===== src/rtl/instruction_fetch.sv =====
// ============================================================================
// instruction_fetch
// ----------------------------------------------------------------------------
// Program-counter / fetch stage between the instruction BRAM and the decoder.
// Drives the word address and enable of a synchronous instruction memory with
// one cycle of read latency. Tracks the fetch in flight and registers the
// returned word together with its PC for decode. Supports stall, redirect
// (branch/jump) and halt, and sustains one instruction per cycle.
//
// Optional feature macro:
//   FETCH_COUNT_EN - when defined, FetchCount counts consumed instructions
//                    (InstrValid=1 and Stall=0), wrapping mod 2^32.
//                    When undefined, FetchCount is tied to zero and no
//                    counter register exists.
//
// Parameters:
//   RESET_PC       word address fetched first after reset
//
// Ports:
//   Clk            in   1   system clock, rising edge
//   Rst            in   1   synchronous, active-high reset
//   Stall          in   1   decode not accepting; hold fetch state
//   Redirect       in   1   branch/jump taken; flush, restart at RedirectAddr
//   RedirectAddr   in  12   redirect target word address
//   Halt           in   1   stop issuing new fetches
//   ImAddress      out 12   word address to instruction memory
//   ImEna          out  1   instruction memory enable
//   ImInstruction  in  32   memory read data (valid cycle after enable)
//   InstrOut       out 32   registered instruction to decode
//   PcOut          out 12   word address of InstrOut
//   InstrValid     out  1   InstrOut/PcOut hold a live instruction
//   FetchCount     out 32   consumed-instruction counter (see macro above)
// ============================================================================
module instruction_fetch #(
    parameter logic [11:0] RESET_PC = 12'h000
) (
    input  logic        Clk,
    input  logic        Rst,
    input  logic        Stall,
    input  logic        Redirect,
    input  logic [11:0] RedirectAddr,
    input  logic        Halt,
    output logic [11:0] ImAddress,
    output logic        ImEna,
    input  logic [31:0] ImInstruction,
    output logic [31:0] InstrOut,
    output logic [11:0] PcOut,
    output logic        InstrValid,
    output logic [31:0] FetchCount
);

    typedef enum logic [1:0] {
        ST_BOOT   = 2'd0,
        ST_RUN    = 2'd1,
        ST_HALTED = 2'd2
    } state_e;

    // Next sequential word address; 12-bit arithmetic wraps 4095 -> 0.
    function automatic logic [11:0] pc_incr(input logic [11:0] pc);
        return pc + 12'd1;
    endfunction

    state_e      state_q, state_d;
    logic [11:0] pc_q, pc_d;
    logic        inflight_valid_q, inflight_valid_d;
    logic [11:0] inflight_pc_q, inflight_pc_d;
    logic [31:0] instr_q, instr_d;
    logic [11:0] pc_out_q, pc_out_d;
    logic        instr_valid_q, instr_valid_d;

    logic [11:0] im_address_s;
    logic        im_ena_s;
    logic        capture_s;

    // FSM state register.
    always_ff @(posedge Clk) begin
        if (Rst) begin
            state_q <= ST_BOOT;
        end else begin
            state_q <= state_d;
        end
    end

    // FSM next-state logic; Redirect outranks Halt and always lands in RUN.
    always_comb begin
        state_d = state_q;
        case (state_q)
            ST_BOOT: begin
                state_d = ST_RUN;
            end
            ST_RUN: begin
                if (Redirect) begin
                    state_d = ST_RUN;
                end else if (Halt) begin
                    state_d = ST_HALTED;
                end else begin
                    state_d = ST_RUN;
                end
            end
            ST_HALTED: begin
                if (Redirect) begin
                    state_d = ST_RUN;
                end else begin
                    state_d = ST_HALTED;
                end
            end
            default: begin
                state_d = ST_BOOT;
            end
        endcase
    end

    // FSM outputs: memory address and enable. The enable is forced low while
    // Rst is asserted so no read is started during reset.
    always_comb begin
        im_ena_s = 1'b0;
        if (Redirect) begin
            im_address_s = RedirectAddr;
        end else begin
            im_address_s = pc_q;
        end
        if (Rst) begin
            im_ena_s = 1'b0;
        end else begin
            case (state_q)
                ST_RUN:    im_ena_s = Redirect | (~Halt & ~Stall);
                ST_HALTED: im_ena_s = Redirect;
                ST_BOOT:   im_ena_s = 1'b0;
                default:   im_ena_s = 1'b0;
            endcase
        end
    end

    assign ImAddress = im_address_s;
    assign ImEna     = im_ena_s;

    // Fetch tracking: pc and the descriptor of the word currently being read.
    always_comb begin
        pc_d             = pc_q;
        inflight_valid_d = inflight_valid_q;
        inflight_pc_d    = inflight_pc_q;
        if (im_ena_s) begin
            pc_d             = pc_incr(im_address_s);
            inflight_valid_d = 1'b1;
            inflight_pc_d    = im_address_s;
        end else if (!Stall) begin
            inflight_valid_d = 1'b0;
        end else begin
            // Stalled without redirect: everything holds.
            pc_d             = pc_q;
            inflight_valid_d = inflight_valid_q;
            inflight_pc_d    = inflight_pc_q;
        end
    end

    // Decode-side capture. A redirect forces a capture even under stall so
    // the discarded in-flight word is replaced by a bubble; under a plain
    // stall the BRAM output holds because no new read was enabled.
    assign capture_s = ~Stall | Redirect;

    // Output register next-state.
    always_comb begin
        instr_d       = instr_q;
        pc_out_d      = pc_out_q;
        instr_valid_d = instr_valid_q;
        if (capture_s) begin
            instr_d       = ImInstruction;
            pc_out_d      = inflight_pc_q;
            instr_valid_d = inflight_valid_q & ~Redirect;
        end else begin
            instr_d       = instr_q;
            pc_out_d      = pc_out_q;
            instr_valid_d = instr_valid_q;
        end
    end

    // Datapath registers with synchronous reset.
    always_ff @(posedge Clk) begin
        if (Rst) begin
            pc_q             <= RESET_PC;
            inflight_valid_q <= 1'b0;
            inflight_pc_q    <= 12'h000;
            instr_q          <= 32'h0000_0000;
            pc_out_q         <= 12'h000;
            instr_valid_q    <= 1'b0;
        end else begin
            pc_q             <= pc_d;
            inflight_valid_q <= inflight_valid_d;
            inflight_pc_q    <= inflight_pc_d;
            instr_q          <= instr_d;
            pc_out_q         <= pc_out_d;
            instr_valid_q    <= instr_valid_d;
        end
    end

    assign InstrOut   = instr_q;
    assign PcOut      = pc_out_q;
    assign InstrValid = instr_valid_q;

`ifdef FETCH_COUNT_EN
    logic [31:0] fetch_count_q, fetch_count_d;

    // Count consumption cycles: a live instruction that decode accepts.
    always_comb begin
        if (instr_valid_q && !Stall) begin
            fetch_count_d = fetch_count_q + 32'd1;
        end else begin
            fetch_count_d = fetch_count_q;
        end
    end

    // Consumed-instruction counter register.
    always_ff @(posedge Clk) begin
        if (Rst) begin
            fetch_count_q <= 32'h0000_0000;
        end else begin
            fetch_count_q <= fetch_count_d;
        end
    end

    assign FetchCount = fetch_count_q;
`else
    assign FetchCount = 32'h0000_0000;
`endif

endmodule


===== config.mk =====
export PLATFORM = sky130hd
export DESIGN_NAME = instruction_fetch
export DESIGN_NICKNAME = d
export VERILOG_FILES = /design/src/rtl/instruction_fetch.sv
export SDC_FILE = /design/constraint.sdc
export NUM_CORES = 1
export LEC_CHECK = 0
export ABC_AREA = 1
export CORE_UTILIZATION = 39
export DETAILED_ROUTE_END_ITERATION = 7
export GPL_ROUTABILITY_DRIVEN = 0
export PLACE_DENSITY = 0.83
export SLEW_MARGIN = 15
export SYNTH_ARGS = -nofsm -noshare
export SYNTH_HDL_FRONTEND = slang
export SYNTH_SLANG_ARGS = --single-unit

===== constraint.sdc =====
create_clock -name Clk -period 1.5 [get_ports Clk]
set_input_delay 0.225 -clock Clk [delete_from_list [all_inputs] [get_ports Clk]]
set_output_delay 0.225 -clock Clk [all_outputs]
set_load 0.005 [all_outputs]

==> impl_metrics.yaml, run 1 <==
layout:
  drive_above_1_share_pct: 20.7
  antenna_cells: 0
  final_cell_mix: "91 x clkdlybuf4s50_1, 86 x nor2_1, 76 x nand2_1"
  synthToLayoutAreaGrowth_pct: 55.7
  layout_commonest_cell: "clkdlybuf4s50_1"
  fin_nets: 664
  design_area_sq_mm: 0.00526
critical_path:
  path_cells: "buf_4 -> ha_2 -> nand2_1 -> nand2_2 -> nand2_4 -> nor2_8 -> buf_6"
  worstSetupPathType: "reg -> out"
  slowest_delay_ns: 0.34
  path_max_fanout: 3
  cp-start-kind: "flip-flop"
  end_kind: "primary output"
  cp.required_ns: 1.27
  arrival_ns: 1.46
  critPathSlowestCell: "dfxtp_2"
power_and_ir_drop:
  ir_drop_mv: 0.787
  leakagePower_uw: 0.00227
  pwr_density_cell_mw_per_mm2: 914
  power_uw: 4810
synthesis:
  yosys_warnings: 0
  syn_area_per_cell_sq_um: 7.22
  ys_seq_area_share_pct: 42.7
  yosys.cell_types.count: 27
  synth_cells: 468
  ys_ff_latch: 72
  synth-main-ff-cell: "dfxtp_1"
  ys_async_sr_fraction_pct: 0
  synth_edf_count: 0
  syn_area_sq_mm: 0.00338
cts:
  ctsHoldBuffers: 0
  cts_num_sinks: 72
  clk_latency_ns: 0.34
  cts-root-buf: "clkbuf_8"
  cts_buffers: 9
  cts_max_level: 3
  clkTransAtPathRegs_ns: 0.07
  cts_tree: "yes"
  clk_path_buf_depth: 2
floorplan:
  die_h_um: 95.1
  start_util_pct: 40.7
  die_area_sq_mm: 0.00904
  ios: 139
  core-area_sq_mm: 0.00830
  die_w_um: 95.1
  row_count: 33
detailed_routing:
  viasPerCell: 4.83
  num_vias: 3474
  drt-total-wl_um: 9870
  wl_per_cell_um: 13.7
  drt_iter0_drc: 224
  dr.pass1.iters: 4
  ant_nets: 0
  drc: 0
grt:
  grt_pass1_vias: 3329
  antenna_found_initial: 0
  grt_max_degree: 56
  grt_usage_pct: 21.9
  grt_pass1_wl_um: 15300
  grt_overflow: 0
sta:
  drv_slew: 0
  setup_ws_ns: -0.185
  fin_skew_ns: 0.00964
  hold_ws_ns: 0.195
  fmax_mhz: 593
  setup_viol: 24
  tns_ns: -2.75
  post-route-min-period_ns: 1.69
  rsz0062_at_grt: "true"
  fin_crit_sh_pct: 112
  final-hold-violation-count: 0
outcome:
  outcome: "finished, violations left"
  violations: "negative setup slack"
place:
  dpl.hpwl_um: 6300
  dp_slack_ns: -0.574
  portBuffers: 106
  postPlaceCellArea_sq_mm: 0.00465
run:
  drv_cap: 0
worst_hold_path:
  hp-class: "in -> reg"
state kept, by name, indices dropped and copies added, names as in the netlist:
| signal | flops |
|---|---|
| InstrOut | 32 |
| PcOut | 12 |
| inflight_pc_q | 12 |
| pc_q | 12 |
| state_q | 2 |
| InstrValid | 1 |
| inflight_valid_q | 1 |
per-layer routing:
metal  share of wire, %  vias up  global-route usage (%)
met5                  0        -                       0
met4                1.3        0                    5.56
met3                6.6       12                    7.58
met2                 52      148                    39.3
met1                 41     1623                    24.7
li1                   -     1691                       -
final timing paths:
check | startpoint | to | slack (ns) | cells past startpoint
worst max-delay path | state_q[1]$_SDFF_PP0_ | ImEna | -0.19 | 7
worst min-delay path | Redirect | state_q[1]$_SDFF_PP0_ | 0.20 | 2
worst max register to register | state_q[1]$_SDFF_PP0_ | pc_q[6]$_SDFFE_PP0P_ | -0.19 | 13
worst min register to register | inflight_pc_q[1]$_SDFFE_PP0P_ | inflight_pc_q[1]$_SDFFE_PP0P_ | 0.47 | 2
final cells by class:
cell class              instances  area (sq um)
clock buffers                  12           155
clock inverters                 4          76.3
fillers                       669          3040
inverters                      41           173
multi-input cells             331          1760
flip-flops and latches         72          1450
well taps                     105           131
repair buffers                152          1470
repair inverters                3          43.8
where the power goes:
part           switching [uW]  leakage (uW)  internal [uW]
Combinational             471       0.00156            503
Sequential               54.0      0.000595           2030
Clock                     726      0.000113           1030
Total                    1250       0.00227           3560
metrics by stage:
stage          util [%]  cells
2_1_floorplan         -    499
3_3_place_gp       56.0    695
3_5_place_dp       56.0    695
4_1_cts            62.0    717
5_1_grt            63.4    720
6_report           63.4    720
worst max-delay path, delay by kind of cell, from the launching register on:
kind                       cells  cell delay [ns]
and+or+nand+nor                4             0.39
adders and majority gates      1             0.17
buffers and inverters          2             0.22
DFF                            1             0.34
what timing repair did:
action	in CTS	in global routing
gates cloned	3	0
pin swaps	17	9
endpoints found under the setup margin	71	70
buffers inserted	4	3
hold endpoints to repair	0	0
resized for setup	86	18
cell usage after synthesis, drive strengths merged, types with 2 or more instances:
cell | instances | area share (%)
nor2 | 96 | 11
nand2 | 87 | 10
dfxtp | 72 | 43
o21ai | 59 | 9.1
buf | 44 | 10
inv | 39 | 4.3
a21oi | 22 | 3.3
nand3 | 12 | 2.1
clkbuf | 11 | 1.2
nor3 | 7 | 1.0
a211oi | 6 | 1.3
ha | 5 | 1.9
clkinv | 2 | 0.22
xor2 | 2 | 0.52
cell families after synthesis:
kind of cell	count (synthesis)	share of synthesized area [%]
and+or+nand+nor	205	25.4
buffers and inverters	96	15.8
AOI/OAI and AO/OA	87	13.7
DFF	72	42.7
adders and majority gates	5	1.85
xor gates and xnor gates	2	0.518
other	1	0.111
No activity file was read; power rests on OpenSTA's default activity.
==> inputs of run 2 (changes only) <==
- CORE_UTILIZATION: 39 -> 45
- DONT_BUFFER_PORTS: not set -> 1
- GPL_TIMING_DRIVEN: not set -> 0
- PLACE_DENSITY: 0.83 -> 0.68
==> impl_metrics.yaml, run 2 (same netlist as run 1, synthesis figures left out) <==
layout:
  antenna_cells: 0
  drive_above_1_share_pct: 23.6
  instances_no_fill: 628
  fin_nets: 578
  synthToLayoutAreaGrowth_pct: 24.2
  largest_register_ffs: 32
  layout_commonest_cell: "nor2_1"
  final_cell_mix: "88 x nor2_1, 76 x nand2_1, 70 x dfxtp_1"
sta:
  fin_skew_ns: 0.0112
  post-route-min-period_ns: 1.67
  tns_ns: -1.78
  setup_ws_ns: -0.169
  drv_slew: 0
  fin_crit_sh_pct: 111
  setup_viol: 24
  final-hold-violation-count: 0
  worstMarginPinSlew_ns: 0.677
  fmax_mhz: 599
  rsz0062_at_grt: "true"
  slew_headroom_pct: 54.9
detailed_routing:
  dr.pass1.iters: 4
  num_vias: 3011
  drt_iter0_drc: 130
  ant_nets: 0
  drt-total-wl_um: 8330
  viasPerCell: 4.79
  wl_per_cell_um: 13.3
  drc: 0
place:
  dpl.hpwl_um: 5820
  dp.cells: 598
  dp_slack_ns: -0.172
  portBuffers: 0
floorplan:
  die_area_sq_mm: 0.00786
  core-area_sq_mm: 0.00725
  die_w_um: 88.7
  row_count: 31
  ios: 139
  start_util_pct: 46.6
  die_h_um: 88.7
power_and_ir_drop:
  p_int_uw: 3090
  power_switching_uw: 1200
  pwr-share-seq_pct: 48.8
  ir_drop_mv: 0.789
  clkPwrFrac_pct: 36.9
  p_sw_share_pct: 28.0
  power_uw: 4300
  leakagePower_uw: 0.00188
  p_comb_share_pct: 14.2
  pwr_density_cell_mw_per_mm2: 1020
cts:
  clkTransAtPathRegs_ns: 0.08
  cts_tree: "yes"
  clk_path_buf_depth: 2
  cts-root-buf: "clkbuf_8"
  clk_latency_ns: 0.35
  cts_buffers: 9
  cts_num_sinks: 72
  cts_max_level: 3
run:
  drv_cap: 0
grt:
  grt_pass1_wl_um: 13000
  grt_overflow: 0
  grt_max_degree: 14
  grt_pass1_vias: 2776
  grt_usage_pct: 21.9
  antenna_found_initial: 0
critical_path:
  cp.required_ns: 1.27
  end_kind: "primary output"
  worstSetupPathType: "reg -> out"
  arrival_ns: 1.44
  path_max_fanout: 5
  cp-start-kind: "flip-flop"
outcome:
  outcome: "finished, violations left"
  violations: "negative setup slack"
worst_hold_path:
  hp-class: "in -> reg"
## run 2: cell types whose count changed in the layout (fill, tap and decap cells not counted), moves of 4 or more
cell / previous run / this run
clkdlybuf4s50_1: 91 / 0
a21oi_1: 15 / 20
dlygate4sd2_1: 11 / 0
buf_6: 2 / 7
buf_12: 5 / 0
nor3_2: 0 / 4
clkbuf_1: 1 / 11
## run 2: per-stage QoR
stage	cell area, sq um	utilization (%)	hold WS (ns)
after CTS	4110	56.6	0.000578
after global placement	3630	50.1	0.363
final	4200	57.9	0.0109
after global routing	4200	57.9	0.000254
after detailed placement	3630	50.1	0.369
after floorplan	3510	-	0.360
## run 2: critical path, cell delays in order, from the launching register on
cell     delay (ns)
dfxtp_2        0.34
inv_2          0.06
ha_4           0.26
inv_2          0.04
nor2_4         0.09
nand2_4        0.08
nor2_8         0.10
buf_6          0.14
## run 2: power groups by stage
stage / Clock, uW / Sequential, uW / Combinational, uW
floorplan: 0 / 2120 / 413
global placement: 0 / 2140 / 490
detailed placement: 0 / 2140 / 502
CTS: 1610 / 2100 / 581
global route: 1690 / 2110 / 696
finish: 1590 / 2100 / 612
## run 2: final cells by class
type / instances / area, sq um
Multi-Input combinational cell: 331 / 1690
Buffer: 55 / 395
Clock inverter: 6 / 67.6
Sequential cell: 72 / 1440
Fill cell: 685 / 3060
Clock buffer: 10 / 138
Tap cell: 99 / 124
Inverter: 41 / 161
Timing Repair Buffer: 14 / 180
## run 2: worst paths after layout
kind | start | cells after the start | endpoint | slack, ns
setup / recovery | state_q[0]$_SDFF_PP0_ | 7 | ImEna | -0.17
hold / removal | ImInstruction[4] | 2 | InstrOut[4]$_SDFFE_PP0P_ | 0.01
setup reg to reg | state_q[0]$_SDFF_PP0_ | 13 | pc_q[5]$_SDFFE_PP0P_ | -0.14
hold reg to reg | inflight_pc_q[7]$_SDFFE_PP0P_ | 2 | inflight_pc_q[7]$_SDFFE_PP0P_ | 0.46
## run 2: repair_timing
item / in CTS / in global routing
hold buffers: 0 / 1
cloned: 3 / 1
setup endpoints to repair: 25 / 26
resized for setup: 45 / 11
pin swaps: 9 / 5
buffers inserted: 9 / 0
endpoints found under the hold margin: 0 / 1
## run 2: layer usage
layer / GRT usage, % / vias to the layer above / wire length, um
met2: 35.2 / 123 / 4060
met5: 0 / - / 0
met4: 11.3 / 0 / 153
met1: 26.4 / 1343 / 3420
met3: 6.81 / 14 / 698
li1: - / 1531 / -
==> inputs of run 3 (changes only) <==
- CELL_PAD_IN_SITES_DETAIL_PLACEMENT: not set -> 2
- CELL_PAD_IN_SITES_GLOBAL_PLACEMENT: not set -> 2
- CORE_UTILIZATION: 45 -> 30
- PLACE_DENSITY: 0.68 -> 0.81
==> impl_metrics.yaml, run 3 (same netlist as run 1, synthesis figures left out) <==
outcome:
  outcome: "finished, violations left"
  violations: "negative setup slack"
critical_path:
  crit_path_start: "state_q[0]$_SDFF_PP0_"
  cp-start-kind: "flip-flop"
  arrival_ns: 1.95
  slowest_delay_ns: 0.33
  path_cells: "inv_2 -> buf_6 -> ha_4 -> nand2_2 -> nand2_4 -> nand2_4 -> nor2_8 -> buf_6 -> inv_8 -> buf_12 -> nor2_4 -> nand2_2 -> nand2_1 -> nor2_1"
  cp.required_ns: 1.75
  r2r-end: "pc_q[8]$_SDFFE_PP0P_"
  r2r_start: "state_q[0]$_SDFF_PP0_"
  r2r_slack_ns: -0.20
  cpLargestDelayFamily: "simple AND/OR/NAND/NOR gates"
  worst-path-buf-inv: 5
  crit_end: "pc_q[8]$_SDFFE_PP0P_"
  reg2reg_depth: 14
  path_max_fanout: 7
  end_kind: "flip-flop"
  cp.depth: 14
  worstSetupPathType: "reg -> reg"
  critPathSlowestCell: "dfxtp_2"
place:
  postPlaceCellArea_sq_mm: 0.00368
  dpl.hpwl_um: 8080
  dp_slack_ns: -0.262
  portBuffers: 0
  dp.cells: 639
cts:
  clkTransAtPathRegs_ns: 0.08
  cts-root-buf: "clkbuf_8"
  cts_num_sinks: 72
  clk_path_buf_depth: 2
  cts_max_level: 3
  clk_latency_ns: 0.35
  cts_tree: "yes"
  cts_buffers: 9
layout:
  final_cell_mix: "86 x nor2_1, 73 x nand2_1, 70 x dfxtp_1"
  drive_above_1_share_pct: 24.3
  antenna_cells: 0
  fin_nets: 585
  design_area_sq_mm: 0.00434
  largest_register_ffs: 32
  synthToLayoutAreaGrowth_pct: 28.5
  layout_commonest_cell: "nor2_1"
  instances_no_fill: 676
  utilization_pct: 39.9
detailed_routing:
  drc: 0
  dr.pass1.iters: 4
  wl_per_cell_um: 17.6
  viasPerCell: 4.73
  num_vias: 3195
  drt-total-wl_um: 11900
  ant_nets: 0
  drt_iter0_drc: 83
floorplan:
  row_count: 38
  die_h_um: 108
  core-area_sq_mm: 0.0109
  die_area_sq_mm: 0.0117
  ios: 139
  die_w_um: 108
  start_util_pct: 31.0
sta:
  post-route-min-period_ns: 1.70
  fmax_mhz: 587
  setup_ws_ns: -0.203
  final-hold-violation-count: 0
  hold_ws_ns: 0.0186
  slew_headroom_pct: 48.0
  setup_viol: 23
  drv_slew: 0
  worstMarginPinSlew_ns: 0.780
  fin_skew_ns: 0.0106
  fin_crit_sh_pct: 114
  rsz0062_at_grt: "true"
worst_hold_path:
  hp-class: "in -> reg"
  worstHoldStart: "ImInstruction[11]"
  hold_depth: 2
power_and_ir_drop:
  clkPwrFrac_pct: 33.9
  power_switching_uw: 1280
  leakagePower_uw: 0.00191
  pwr-share-seq_pct: 49.8
  p_sw_share_pct: 30.3
  pwr_density_cell_mw_per_mm2: 973
  p_comb_share_pct: 16.3
  ir_drop_mv: 0.376
  p_int_uw: 2950
grt:
  use_met3_pct: 6.69
  met2_usage_pct: 36.3
  antenna_found_initial: 0
  grt_overflow: 0
  use_met1_pct: 22.2
  grt_pass1_vias: 3555
  grt_usage_pct: 20.3
  grt_max_degree: 13
  top_usage_layer: "met2"
  grt_pass1_wl_um: 18100
run:
  drv_cap: 0
[run 3: changes by cell type in the layout (fill, tap and decap cells not counted), sizes merged]
| cell | before | now |
|---|---|---|
| buf | 56 | 54 |
| inv | 40 | 39 |
| dlygate4sd3 | 1 | 10 |
| clkinv | 4 | 5 |
| clkinvlp | 2 | 1 |
| bufinv | 1 | 0 |
| clkbuf | 22 | 24 |
[run 3: worst register-to-register path, stage by stage (launching register included)]
cell     delay [ns]
dfxtp_2        0.33
inv_2          0.08
buf_6          0.10
ha_4           0.13
nand2_2        0.07
nand2_4        0.07
nand2_4        0.07
nor2_8         0.15
buf_6          0.14
inv_8          0.05
buf_12         0.14
nor2_4         0.10
nand2_2        0.07
nand2_1        0.06
nor2_1         0.04
[run 3: area by class of cell]
class / count / area, sq um
well taps: 140 / 175
clock inverters: 4 / 30.0
multi-input cells: 331 / 1760
repair buffers: 21 / 215
plain buffers: 55 / 414
fillers: 1273 / 6540
inverters: 41 / 164
clock buffers: 12 / 145
flip-flops and latches: 72 / 1440
[run 3: stage by stage]
step	TNS, ns	power (uW)
3_5_place_dp	-6.08	2690
4_1_cts	-3.09	4220
6_report	-2.81	4230
3_3_place_gp	-2.38	2650
2_1_floorplan	-0.0501	2530
5_1_grt	-4.73	4460
[run 3: what timing repair did]
action                                 CTS  global route
gates resized for setup                 37            37
pin swaps                                8             7
hold buffers                            10             0
setup endpoints to repair               25            26
setup buffers                            9             1
endpoints found under the hold margin   10             0
gates cloned                             1             1
[run 3: power by group through the flow]
stage	clock, uW	combinational, uW	sequential [uW]
6_report	1430	689	2110
5_1_grt	1580	761	2120
4_1_cts	1480	635	2110
3_5_place_dp	0	537	2150
3_3_place_gp	0	509	2140
2_1_floorplan	0	413	2120
[run 3: worst min-delay path by stage]
stage                                endpoint  slack, ns
floorplan            InstrOut[0]$_SDFFE_PP0P_       0.36
global placement     InstrOut[7]$_SDFFE_PP0P_       0.36
detailed placement  InstrOut[31]$_SDFFE_PP0P_       0.37
CTS                  InstrOut[7]$_SDFFE_PP0P_    0.00009
global route        InstrOut[11]$_SDFFE_PP0P_      0.002
finish              InstrOut[11]$_SDFFE_PP0P_       0.02
[run 3: layer usage]
layer / vias to the layer above / part of all wire (%)
met2: 94 / 51
met5: - / 0
met3: 9 / 7.4
met4: 0 / 1.1
li1: 1538 / -
met1: 1554 / 40
